`config.mk`:
```
export PLATFORM = sky130hd
export DESIGN_NAME = image_rotate_flip
export DESIGN_NICKNAME = d
export VERILOG_FILES = /design/src/rtl/image_rotate_flip.sv
export SDC_FILE = /design/constraint.sdc
export NUM_CORES = 1
export LEC_CHECK = 0
export BUFFER_PORTS_ARGS = -buffer_cell sky130_fd_sc_hd__buf_2
export CAP_MARGIN = 20
export CORE_MARGIN = 1.5
export CORE_UTILIZATION = 45
export DETAILED_ROUTE_END_ITERATION = 7
export PLACE_DENSITY = 0.7
export SYNTH_ARGS = -nofsm -noshare
export SYNTH_HDL_FRONTEND = slang
export SYNTH_SLANG_ARGS = --single-unit
```
`constraint.sdc`:
```
create_clock -name clk -period 10.1 [get_ports clk]
set_clock_uncertainty 0.05 [all_clocks]
set_input_delay 1.515 -clock clk [delete_from_list [all_inputs] [get_ports clk]]
set_output_delay 1.515 -clock clk [all_outputs]
set_load 0.01 [all_outputs]
```
`src/rtl/image_rotate_flip.sv`:
```
// Streams a greyscale image from a word-wide BRAM in rotated / flipped output raster order.
// Reads are credit-limited so a small return FIFO can absorb any downstream stall.
module image_rotate_flip #(
    parameter int          IMG_W        = 28,
    parameter int          IMG_H        = 28,
    parameter int          PIXEL_W      = 8,
    parameter int          BRAM_LATENCY = 2,
    parameter logic [31:0] BASE_ADDR    = 32'd0
) (
    input  logic               clk,
    input  logic               reset,
    input  logic               start,
    input  logic [1:0]         mode_rot,
    input  logic               mode_flip,
    output logic               busy,
    output logic               image_done,
    output logic [PIXEL_W-1:0] pixel_o,
    output logic               pixel_valid,
    input  logic               pixel_ready,
    output logic [31:0]        bram_address,
    input  logic [31:0]        bram_data
);
    localparam int FIFO_DEPTH = BRAM_LATENCY + 2;
    localparam int MAX_DIM    = (IMG_W > IMG_H) ? IMG_W : IMG_H;
    localparam int CW         = $clog2(MAX_DIM + 1);
    localparam int IDX_W      = $clog2(IMG_W * IMG_H);
    localparam int PW         = $clog2(FIFO_DEPTH);
    localparam int CNT_W      = $clog2(FIFO_DEPTH + 1);
    localparam logic [CNT_W:0] CREDITS = (CNT_W + 1)'(FIFO_DEPTH);

    // Handshake: a pixel transfers when pixel_valid && pixel_ready at a rising clk edge;
    // until then pixel_valid stays high and pixel_o holds its value.

    typedef enum logic [1:0] {IDLE, RUN, DRAIN, DONE} state_t;
    state_t state, state_nxt;

    logic [1:0]         rot_q;
    logic               flip_q;
    logic [CW-1:0]      ox, oy, ow, oh, fx, sx, sy;
    logic [IDX_W-1:0]   idx;
    logic               issue, last_pix, push, pop;
    logic [CNT_W-1:0]   outstanding, fifo_count;
    logic [CNT_W:0]     credit_used;
    logic               tag_valid [BRAM_LATENCY];
    logic [1:0]         tag_lane  [BRAM_LATENCY];
    logic [PIXEL_W-1:0] fifo_mem  [FIFO_DEPTH];
    logic [PW-1:0]      wr_ptr, rd_ptr;
    logic [PIXEL_W-1:0] push_data;

    // Output coordinate -> source coordinate -> linear pixel index
    always_comb begin
        ow = rot_q[0] ? CW'(IMG_H) : CW'(IMG_W);
        oh = rot_q[0] ? CW'(IMG_W) : CW'(IMG_H);
        fx = flip_q ? (ow - CW'(1) - ox) : ox;
        sx = fx;
        sy = oy;
        case (rot_q)
            2'd1: begin sx = oy;                  sy = CW'(IMG_H - 1) - fx; end
            2'd2: begin sx = CW'(IMG_W - 1) - fx; sy = CW'(IMG_H - 1) - oy; end
            2'd3: begin sx = CW'(IMG_W - 1) - oy; sy = fx;                  end
            default: ;
        endcase
        idx = IDX_W'(sy) * IDX_W'(IMG_W) + IDX_W'(sx);
    end

    // Pending reads count against FIFO space so a late return always has a slot
    assign credit_used  = {1'b0, outstanding} + {1'b0, fifo_count};
    assign issue        = (state == RUN) && (credit_used < CREDITS);
    assign last_pix     = (ox == ow - CW'(1)) && (oy == oh - CW'(1));
    assign bram_address = (state == RUN)
                        ? BASE_ADDR + {{(32 - IDX_W){1'b0}}, idx[IDX_W-1:2], 2'b00}
                        : BASE_ADDR;

    assign push        = tag_valid[BRAM_LATENCY-1];
    assign push_data   = PIXEL_W'(bram_data >> {tag_lane[BRAM_LATENCY-1], 3'b000});
    assign pixel_valid = (fifo_count != '0);
    assign pixel_o     = pixel_valid ? fifo_mem[rd_ptr] : '0;
    assign pop         = pixel_valid && pixel_ready;

    always_comb begin
        state_nxt  = state;
        busy       = 1'b0;
        image_done = 1'b0;
        case (state)
            IDLE: if (start) state_nxt = RUN;
            RUN: begin
                busy = 1'b1;
                if (issue && last_pix) state_nxt = DRAIN;
            end
            DRAIN: begin
                busy = 1'b1;
                // leave on the edge that hands over the final pixel
                if (outstanding == '0 &&
                    (fifo_count == '0 || (fifo_count == CNT_W'(1) && pop)))
                    state_nxt = DONE;
            end
            DONE: begin
                image_done = 1'b1;
                state_nxt  = IDLE;
            end
            default: state_nxt = IDLE;
        endcase
    end

    always_ff @(posedge clk) begin
        if (!reset) begin
            state       <= IDLE;
            rot_q       <= '0;
            flip_q      <= 1'b0;
            ox          <= '0;
            oy          <= '0;
            outstanding <= '0;
            fifo_count  <= '0;
            wr_ptr      <= '0;
            rd_ptr      <= '0;
            for (int i = 0; i < BRAM_LATENCY; i++) begin
                tag_valid[i] <= 1'b0;
                tag_lane[i]  <= '0;
            end
        end else begin
            state <= state_nxt;
            if (state == IDLE && start) begin
                rot_q  <= mode_rot;
                flip_q <= mode_flip;
                ox     <= '0;
                oy     <= '0;
            end else if (issue) begin
                if (ox == ow - CW'(1)) begin
                    ox <= '0;
                    oy <= oy + CW'(1);
                end else begin
                    ox <= ox + CW'(1);
                end
            end
            tag_valid[0] <= issue;
            tag_lane[0]  <= idx[1:0];
            for (int i = 1; i < BRAM_LATENCY; i++) begin
                tag_valid[i] <= tag_valid[i-1];
                tag_lane[i]  <= tag_lane[i-1];
            end
            outstanding <= outstanding + CNT_W'(issue) - CNT_W'(push);
            fifo_count  <= fifo_count + CNT_W'(push) - CNT_W'(pop);
            if (push) wr_ptr <= (wr_ptr == PW'(FIFO_DEPTH - 1)) ? '0 : wr_ptr + PW'(1);
            if (pop)  rd_ptr <= (rd_ptr == PW'(FIFO_DEPTH - 1)) ? '0 : rd_ptr + PW'(1);
        end
    end

    always_ff @(posedge clk) begin
        if (push) fifo_mem[wr_ptr] <= push_data;
    end

    fifo_no_overflow: assert property (@(posedge clk) disable iff (!reset)
        !(push && !pop && fifo_count == CNT_W'(FIFO_DEPTH)));

endmodule

```
==> results.txt <==
----------------------------------------------------
[Outcome]
  Run status ... completed

[Placement]
  Worst slack after detailed placement ... 4.81 ns
  Detail Placement HPWL ... about 5.5 mm
  Routability congestion estimate from global placement ... a little under 0.8
  Number of buffers inserted by port buffering ... 57

[STA]
  Endpoints failing hold ... 0
  Worst slew margin ... 0.574
  Setup slack of the critical path after layout ... 4.42 ns
  Final setup fails ... 0
  Least-Margin Pin Slew ... 0.638 ns
  Total count of max-transition violations in the final report ... 0
  Setup_tns ... 0 ns
  Share of the clock period used by the worst path after layout ... 0.563
  RSZ-0062 raised after global routing ... false
  Highest attainable clock frequency ... ~180 MHz
  Shortest period the worst path allows ... 5.68 ns

[Finish]
  Area growth from synthesis to final layout ... 12.5%
  Fill count ... 804
  Net total in the final layout ... 492
  Layout cells sized above 1 ... 0.225
  Commonest non-fill, non-tap cells in the layout ... buf_2, ha_1, dfxtp_1
  Commonest non-fill, non-tap cell in the layout ... buf_2
  Antenna diode count ... 0

[CTS]
  Post-CTS setup buffer count ... 0
  Clock Latency Late Sink ... 0.33 ns
  Clock slew seen by the registers of the worst setup and hold paths ... ~0.08 ns
  Number of H-tree branching levels ... 3
  Clock tree from TritonCTS ... built
  Clock root cell ... clkbuf_8
  Post-CTS sizing ... 0
  Hold buffer count at cts ... 0
  Number of sinks handled by clock tree synthesis ... 65
  Maximum clock insertion buffer count ... 2
  Number of buffers created by CTS ... 9

[Synthesis]
  Distinct cell type count of the synthesized netlist ... 45
  Area leader, netlist ... edfxtp_1
  Synth top area share ... 0.240
  Count of flip-flops with a built-in enable after synthesis ... 32
  Avg Synthesized Cell Area ... 11.2 sq um
  Gate count of the mapped netlist ... 358
  Warnings, synthesis ... 0
  Fraction of registers with async set/reset ... 0
  Post-synthesis instance area ... 4000 sq um
  Main flop type after synthesis ... dfxtp_1
  Ranking of synthesized cells by area ... edfxtp_1, dfxtp_1, ha_1
  Sequential fraction of the synthesis area ... 0.405
  Post-synthesis register bit count ... 65

[Power and ir drop]
  Leak pwr ... 1.86 nW
  Worst IR drop on VDD ... about 130 uV
  Power density relative to cell area ... roughly 220 nW/um^2

[Critical path]
  Crit path buffers/inverters ... 3
  Kind of end point of the critical path ... primary output
  Category of the most critical setup path ... reg -> out
  Crit-path max FO ... 7
  Gate family responsible for the most delay along the worst path ... adder cells
  Delay of the slowest cell on the worst path ... between 0.5 and 0.6 ns
  Cells along the critical path ... inv_1 -> ha_1 -> mux2i_1 -> xnor2_1 -> a21oi_1 -> fa_1 -> inv_1 -> fa_1 -> a211oi_1 -> o22ai_1 -> nor4_1 -> nand3_1 -> a21oi_1 -> buf_2
  Master of the slowest instance on the critical path ... fa_1
  Required time of the worst setup path ... 8.54 ns
  CP arrival ... between 4 and 5 ns
  Setup crit start kind ... register

[Global routing]
  Global-route wire length before repair ... 12.2 mm
  Initial antenna violation count ... 0
  Global router's overall resource usage ... 0.160
  Maximum number of pins on one net before global-route repair ... 24
  Global-route congestion overflow total ... 0
  Via count of the first global-routing pass ... approximately 2.6k

[Floorplanning]
  Number of I/O pins ... 82
  Overall die height ... 97.3 microns
  Initial core utilization ... 0.461
  Core region area ... 8680 sq um
  Num rows ... 34
  Area enclosed by the die boundary ... between 9000 and 10,000 sq um
  Die Wd ... 97.3 microns

[Drt]
  First DRT Iteration DRCs ... 59
  Pre-Repair DR Iteration Count ... 4
  WL/cell ... 13.6 microns
  Vias after detailed routing ... about 2.6k
  Via density per instance ... 5.01
  Number of DRC violations after detailed routing ... 0
  Detailed Route WL ... 7.14 mm
  Count of nets left with antenna violations after detail routing ... 0

[Min path]
  Hold crit path type ... reg -> reg

[Flow run]
  Max cap viols ... 0

----------------------------------------------------
==> state kept, by name, summed over array words and instances (netlist names), named ones only <==
signal	flops
flip_q	1
rot_q	2
outstanding	3
wr_ptr	2
ox	5
state	2
tag_lane	4
tag_valid	2
fifo_count	3
rd_ptr	2
oy	5
fifo_mem	32
==> final timing paths <==
kind	from	endpoint	slack, ns	depth (start not counted)
max	ox[2]$_SDFFE_PP0P_	bram_address[9]	4.42	14
min	tag_valid[0][0]$_SDFF_PN0_	tag_valid[0][1]$_SDFF_PN0_	0.39	1
max reg2reg	state[1]$_SDFFE_PN0P_	outstanding[2]$_SDFF_PN0_	7.38	10
min reg2reg	tag_valid[0][0]$_SDFF_PN0_	tag_valid[0][1]$_SDFF_PN0_	0.39	1
==> cell type report <==
| type | instances | area (sq um) | area share |
|---|---|---|---|
| clock buffers | 9 | 124 | 0.0275 |
| clock inverters | 7 | 95.1 | 0.0211 |
| inverters | 21 | 78.8 | 0.0175 |
| multi-input cells | 259 | 2160 | 0.480 |
| flip-flops and latches | 65 | 1620 | 0.360 |
| well taps | 108 | 135 | 0.0300 |
| repair buffers | 57 | 285 | 0.0634 |
==> through the flow <==
| stage | util | cells | cell area (sq um) | hold slack [ns] | total power, W |
|---|---|---|---|---|---|
| after global placement | 0.494 | 510 | 4280 | 0.366 | 0.000763 |
| after global routing | 0.519 | 526 | 4500 | 0.415 | 0.00108 |
| after CTS | 0.519 | 526 | 4500 | 0.395 | 0.00101 |
| final | 0.519 | 526 | 4500 | 0.389 | 0.00101 |
| after floorplan | - | 381 | 4090 | 0.362 | 0.000676 |
| after detailed placement | 0.494 | 510 | 4280 | 0.373 | 0.000773 |
==> synthesized netlist by cell type, types with 3 or more instances <==
cell       n
ha_1      34
dfxtp_1   33
edfxtp_1  32
xnor2_1   25
buf_4     24
and2_1    23
inv_1     21
nor2_1    19
nand2_1   17
mux4_2    16
clkbuf_1  10
a21oi_1    9
nand3_1    9
nor2b_1    9
mux2i_1    8
o21ai_0    8
nor3_1     7
fa_1       6
a21boi_0   4
nand4_1    4
a21o_1     3
nor4_1     3
xor2_1     3
==> cells by family after synthesis <==
kind of cell    count (synthesis)  synth area share
compound gates                 37            0.0594
mux                            25             0.113
xor+xnor                       29            0.0669
fa+ha+maj                      40             0.136
other cells                     1          0.000937
flops                          65             0.405
buf+inv                        57            0.0760
simple gates                  104             0.142
==> layer usage <==
| metal | vias up | share of wire | track usage |
|---|---|---|---|
| met2 | 74 | 0.47 | 0.270 |
| li1 | 1313 | - | - |
| met1 | 1243 | 0.47 | 0.204 |
| met3 | 6 | 0.051 | 0.0381 |
| met4 | 0 | 0.0093 | 0.0495 |
| met5 | - | 0 | 0 |
==> power breakdown <==
| group | internal, W | switching, W | total, W |
|---|---|---|---|
| registers | 0.000313 | 0.0000419 | 0.000355 |
| clock network | 0.000138 | 0.000102 | 0.000240 |
| logic | 0.000197 | 0.000214 | 0.000411 |
| total | 0.000648 | 0.000358 | 0.00101 |
==> worst register-to-register path: stages (launching register included) <==
cell,delay (ns)
dfxtp_1,0.35
inv_1,0.11
ha_1,0.24
or4b_4,0.53
nor2_2,0.30
ha_1,0.20
inv_1,0.05
fa_1,0.37
xnor2_1,0.15
xnor2_1,0.13
and2_1,0.15
Power figures use the tool's default switching activity.
